<file path="config.mk">
export PLATFORM = sky130hd
export DESIGN_NAME = wb_stage_reg
export DESIGN_NICKNAME = d
export VERILOG_FILES = /design/src/rtl/wb_pkg.sv /design/src/rtl/load_formatter.sv /design/src/rtl/wb_stage_reg.sv
export SDC_FILE = /design/constraint.sdc
export NUM_CORES = 1
export LEC_CHECK = 0
export ABC_CLOCK_PERIOD_IN_PS = 1800
export BUFFER_PORTS_ARGS = -buffer_cell sky130_fd_sc_hd__buf_2
export CORE_ASPECT_RATIO = 1.5
export CORE_MARGIN = 1.5
export CORE_UTILIZATION = 44
export CTS_CLUSTER_SIZE = 14
export DETAILED_ROUTE_END_ITERATION = 16
export GPL_TIMING_DRIVEN = 0
export PLACE_DENSITY = 0.8
export SKIP_LAST_GASP = 1
export SLEW_MARGIN = 0
export SYNTH_ARGS = -nofsm -noshare
export SYNTH_HDL_FRONTEND = slang
export SYNTH_SLANG_ARGS = --single-unit
export TNS_END_PERCENT = 10
</file>
<file path="constraint.sdc">
create_clock -name clk -period 1.8 [get_ports clk]
set_clock_uncertainty 0.15 [all_clocks]
set_input_delay 0.36 -clock clk [delete_from_list [all_inputs] [get_ports clk]]
set_output_delay 0.36 -clock clk [all_outputs]
set_load 0.05 [all_outputs]
</file>
<file path="src/rtl/wb_pkg.sv">
// Shared definitions for the writeback stage: result-source select codes and
// the load funct3 encodings consumed by the load formatter.
package wb_pkg;

    typedef enum logic [1:0] {
        WB_ALU = 2'd0,
        WB_MEM = 2'd1,
        WB_PC4 = 2'd2,
        WB_CSR = 2'd3
    } wb_sel_e;

    localparam logic [2:0] LB  = 3'b000;
    localparam logic [2:0] LH  = 3'b001;
    localparam logic [2:0] LW  = 3'b010;
    localparam logic [2:0] LBU = 3'b100;
    localparam logic [2:0] LHU = 3'b101;

endpackage

</file>
<file path="src/rtl/load_formatter.sv">
// Combinational load-data formatter: picks the addressed byte/half out of the
// aligned memory word and sign- or zero-extends it to XLEN.
module load_formatter
    import wb_pkg::*;
#(
    parameter int XLEN = 32
) (
    input  logic [XLEN-1:0] mem_rdata,
    input  logic [2:0]      ld_funct3,
    input  logic [1:0]      addr_low,
    output logic [XLEN-1:0] load_data
);

    logic [7:0]  byte_sel;
    logic [15:0] half_sel;

    always_comb begin
        byte_sel = mem_rdata[7:0];
        case (addr_low)
            2'd0:    byte_sel = mem_rdata[7:0];
            2'd1:    byte_sel = mem_rdata[15:8];
            2'd2:    byte_sel = mem_rdata[23:16];
            default: byte_sel = mem_rdata[31:24];
        endcase

        // addr_low[0] is ignored for halves; misaligned halves never reach here.
        half_sel = addr_low[1] ? mem_rdata[31:16] : mem_rdata[15:0];

        case (ld_funct3)
            LB:      load_data = {{(XLEN-8){byte_sel[7]}}, byte_sel};
            LBU:     load_data = {{(XLEN-8){1'b0}}, byte_sel};
            LH:      load_data = {{(XLEN-16){half_sel[15]}}, half_sel};
            LHU:     load_data = {{(XLEN-16){1'b0}}, half_sel};
            LW:      load_data = mem_rdata;
            default: load_data = mem_rdata;
        endcase
    end

endmodule

</file>
<file path="src/rtl/wb_stage_reg.sv">
// Writeback pipeline register: selects the result, holds it under register-file
// back-pressure, drives the register-file write port, forwarding tap and retire counter.
module wb_stage_reg
    import wb_pkg::*;
#(
    parameter int XLEN   = 32,
    parameter int REG_AW = 5,
    parameter int CNT_W  = 32
) (
    input  logic              clk,
    input  logic              rst_n,
    input  logic              in_valid,
    output logic              in_ready,
    input  logic              flush,
    input  logic              wb_en_in,
    input  logic [REG_AW-1:0] rd_in,
    input  logic [1:0]        wb_sel,
    input  logic [XLEN-1:0]   alu_result,
    input  logic [XLEN-1:0]   mem_rdata,
    input  logic [XLEN-1:0]   pc_plus4,
    input  logic [XLEN-1:0]   csr_rdata,
    input  logic [2:0]        ld_funct3,
    input  logic [1:0]        addr_low,
    input  logic              rf_ready,
    output logic              rf_we,
    output logic [REG_AW-1:0] rf_rd,
    output logic [XLEN-1:0]   rf_wdata,
    output logic              fwd_valid,
    output logic [REG_AW-1:0] fwd_rd,
    output logic [XLEN-1:0]   fwd_data,
    output logic [CNT_W-1:0]  retire_count
);

    logic              wb_valid;
    logic              wb_en;
    logic [REG_AW-1:0] wb_rd;
    logic [XLEN-1:0]   wb_data;
    logic [CNT_W-1:0]  retire_cnt;

    logic [XLEN-1:0]   load_data;
    logic [XLEN-1:0]   result;
    logic              capture;
    logic              retire;

    load_formatter #(.XLEN(XLEN)) u_load_formatter (
        .mem_rdata (mem_rdata),
        .ld_funct3 (ld_funct3),
        .addr_low  (addr_low),
        .load_data (load_data)
    );

    always_comb begin
        result = alu_result;
        case (wb_sel_e'(wb_sel))
            WB_ALU:  result = alu_result;
            WB_MEM:  result = load_data;
            WB_PC4:  result = pc_plus4;
            WB_CSR:  result = csr_rdata;
            default: result = alu_result;
        endcase
    end

    // Handshake: upstream transfers when in_valid & in_ready (flush vetoes the
    // capture only); the held entry retires when wb_valid & rf_ready. A retire
    // frees the slot in the same cycle, so a new entry can be captured on that edge.
    assign in_ready = !wb_valid || rf_ready;
    assign capture  = in_valid && in_ready && !flush;
    assign retire   = wb_valid && rf_ready;

    always_ff @(posedge clk or negedge rst_n) begin
        if (!rst_n) begin
            wb_valid   <= 1'b0;
            wb_en      <= 1'b0;
            wb_rd      <= '0;
            wb_data    <= '0;
            retire_cnt <= '0;
        end else begin
            if (capture) begin
                wb_valid <= 1'b1;
                wb_en    <= wb_en_in;
                wb_rd    <= rd_in;
                wb_data  <= result;
            end else if (retire) begin
                wb_valid <= 1'b0;
            end
            if (retire) begin
                retire_cnt <= retire_cnt + 1'b1;
            end
        end
    end

    assign rf_we        = wb_valid && wb_en && (wb_rd != '0);
    assign rf_rd        = wb_rd;
    assign rf_wdata     = wb_data;
    assign fwd_valid    = rf_we;
    assign fwd_rd       = wb_rd;
    assign fwd_data     = wb_data;
    assign retire_count = retire_cnt;

endmodule

</file>
==> metrics.txt <==
core box area 10500 um^2; met2 usage about half; buffer and inverter count on the worst path 2; RSZ-0062 raised after global routing yes; IO Port Bufs 254; Synth area leaders dfrtp_1 (38%), mux2i_1 (9.2%), buf_4 (6.5%), xnor2_1 (4.5%), nor2_1 (3.9%); Fmax achieved around 450 MHz; Final period util 124%; Die Y ~130 um; Comb pwr share 44.1%; worst setup margin -0.430 ns; top cell type's share of synthesized area a little under two fifths; EDFF count, synth 0; worst skew pair latency between 0.3 and 0.4 ns; sequential group share of total power approximately 31%; relative max-transition margin between 30% and 40%; total global routing overflow 0; drt first pass iters 4; syn_area_per_cell about 9.3 um^2; Syn Nets between 600 and 700; crit end category primary output; internal power about 3700 uW; fillers ~950; classification of the worst-slack hold path in -> async; final wirelength approximately 16 mm; GR Layer Usage met3 4.46%; CTS root buf clkbuf_16; GR peak layer met2; Placement Rows 46; Max stage delay cell, worst path dfrtp_2; Post-DP Area between 6000 and 7000 um^2; failing checks setup timing; Die Area roughly 11000 um^2; CP required around 1.3 ns; Clock power frac approximately 25%; #FFs+latches synth 71; post-synth top area cell dfrtp_1; IO Count 255; Num CTS Buffers 9; CP cell instances or3_4 > o311a_4 > buf_4 > buf_6; Syn Inst Count roughly 500; Vias/cell ~5.3; clock-pin slew on the worst setup and hold paths 0.05 ns; WP data arrival between 1.5 and 2 ns; drt drc 0; vias in the first global route between 4000 and 5000; Final Cell Area around 6600 um^2; Post-DRT Antenna Nets 0; clk buf depth 2; crit path kind reg -> out; Max VDD drop around 550 uV; synthesized area between 4000 and 5000 um^2; initial antenna violation count 0; Worst path max stage delay 0.41 ns; ANT cells 0; Hold Violations, Final 0; H-tree levels 3; Slew Limit Fails 0; CP Launch Type register; final net count 924; most frequent cells in the layout buf_2 (266), buf_4 (50), nor2_1 (49); crit path time final between 2 and 2.5 ns; routed vias 4877; GRT Overall Usage 27.8%; leak pwr 0.00332 uW; Die W 87.4 um; Sw Ratio 44.6%; initial core utilization between 40 and 50%; first-pass GRT wire length between 20 and 25 mm; synth unique cells a little over 50; final setup vio count 5; Power Dens Cells around 1000 nW/um^2; most common cell after layout, fill and taps aside buf_2; met1 GRT Util approximately a third; asr flop ratio synth 100%; Layout area overhead 39.9%; first-iteration detailed-routing DRC count 155; max-cap viol count 0; Slew @ Worst Pin around 0.9 ns; Final Util 62.7%; post-synthesis sequential area ratio 37.8%; largest net degree at the start of global routing approximately 70; CTS tree built; NetSw 2940 uW; dpl hpwl 12.9 mm; Synth Warn # 0; post-DR wirelength/cell 17.5 um; GPL Wtd Cong 1.00; Max FO, Critical Path 2; CP delay by family, top flip-flops; outcome finished, violations left; Top FF cell, synth dfrtp_1; layout cells sized above 1 50.7%; clk sinks slightly above 70
worst paths after layout:
kind	end	from	slack (ns)	cells after the start
worst max register to register	fwd_data[29]$_DFFE_PN0P_	wb_valid$_DFFE_PN0P_	0.01	5
min in group clk	wb_en$_DFFE_PN0P_	wb_en_in	0.07	3
worst max-delay path	rf_we	fwd_rd[1]$_DFFE_PN0P_	-0.43	4
worst min register to register	retire_count[18]$_DFFE_PN0P_	retire_count[18]$_DFFE_PN0P_	0.33	1
worst min-delay path	retire_count[8]$_DFFE_PN0P_	rst_n	0.007	1
max in group asynchronous	retire_count[24]$_DFFE_PN0P_	rst_n	0.84	1
cell type report:
cell class,count,area (um^2),share of cell area (%)
Clock inverter,3,20.0,0.305
Tap cell,144,180,2.74
Clock buffer,12,246,3.75
Inverter,14,52.6,0.800
Multi-Input combinational cell,352,2450,37.3
Timing Repair Buffer,262,1340,20.4
Buffer,67,465,7.08
Sequential cell,71,1810,27.6
repair_timing:
action / 4_1_cts / 5_1_grt
endpoints found under the hold margin: 0 / 0
endpoints found under the setup margin: 24 / 44
hold buffers: 0 / 0
buffers inserted: 2 / 6
gates resized for setup: 3 / 9
pin swaps: 0 / 2
synth_stat cells (4+ instances only):
master     n
a211oi_1  23
o21ai_0   25
mux2i_1   43
buf_4     41
nor2b_1    9
buf_2     16
xor2_1     5
inv_1     13
xnor2_1   24
nand3_1    8
o211ai_1   7
nand3_2    5
and3_1     4
nand2b_1   4
nand2_1   47
o22ai_1   14
nand4_1    9
o21ai_1    8
a31oi_1   14
clkbuf_1   7
nor2_1    49
dfrtp_1   71
o221ai_1   8
or3_1      8
logic make-up after synthesis:
family                   count (synthesis)  share of synthesized area (%)
buffers and inverters                   81                           10.8
adder cells (fa/ha/maj)                  1                          0.266
XOR/XNOR                                31                           6.10
AO/OA/AOI/OAI                          107                           14.9
multiplexers                            46                           10.4
AND/OR/NAND/NOR                        167                           19.7
flip-flops                              71                           37.8
state kept, by name, indices dropped and copies added (netlist names):
name,cells
retire_count,32
fwd_data,32
fwd_rd,5
wb_valid,1
wb_en,1
through the flow:
step           setup slack [ns]  hold WS [ns]  power [uW]  cells  setup TNS, ns
6_report                 -0.430       0.00740        6600    925         -0.992
4_1_cts                  -0.427        0.0475        6610    919          -3.36
2_1_floorplan            -0.236       -0.0856        4180    504          -1.21
5_1_grt                  -0.451        0.0749        6880    925          -2.86
3_5_place_dp             -0.435         0.322        4960    902          -9.40
3_3_place_gp             -0.477         0.308        4920    902         -24.46
power by group through the flow:
stage	clock [uW]	combinational, uW	sequential, uW
after floorplan	0	1370	2810
after global placement	0	2840	2070
after detailed placement	0	2870	2090
after CTS	1650	2900	2060
after global routing	1720	3060	2100
final	1630	2910	2070
metal layers:
metal	part of all wire [%]	routed length [um]
met1	38	6170
met5	0	0
met3	5.1	828
met2	54	8810
met4	2.2	361
Power figures use the tool's default switching activity.
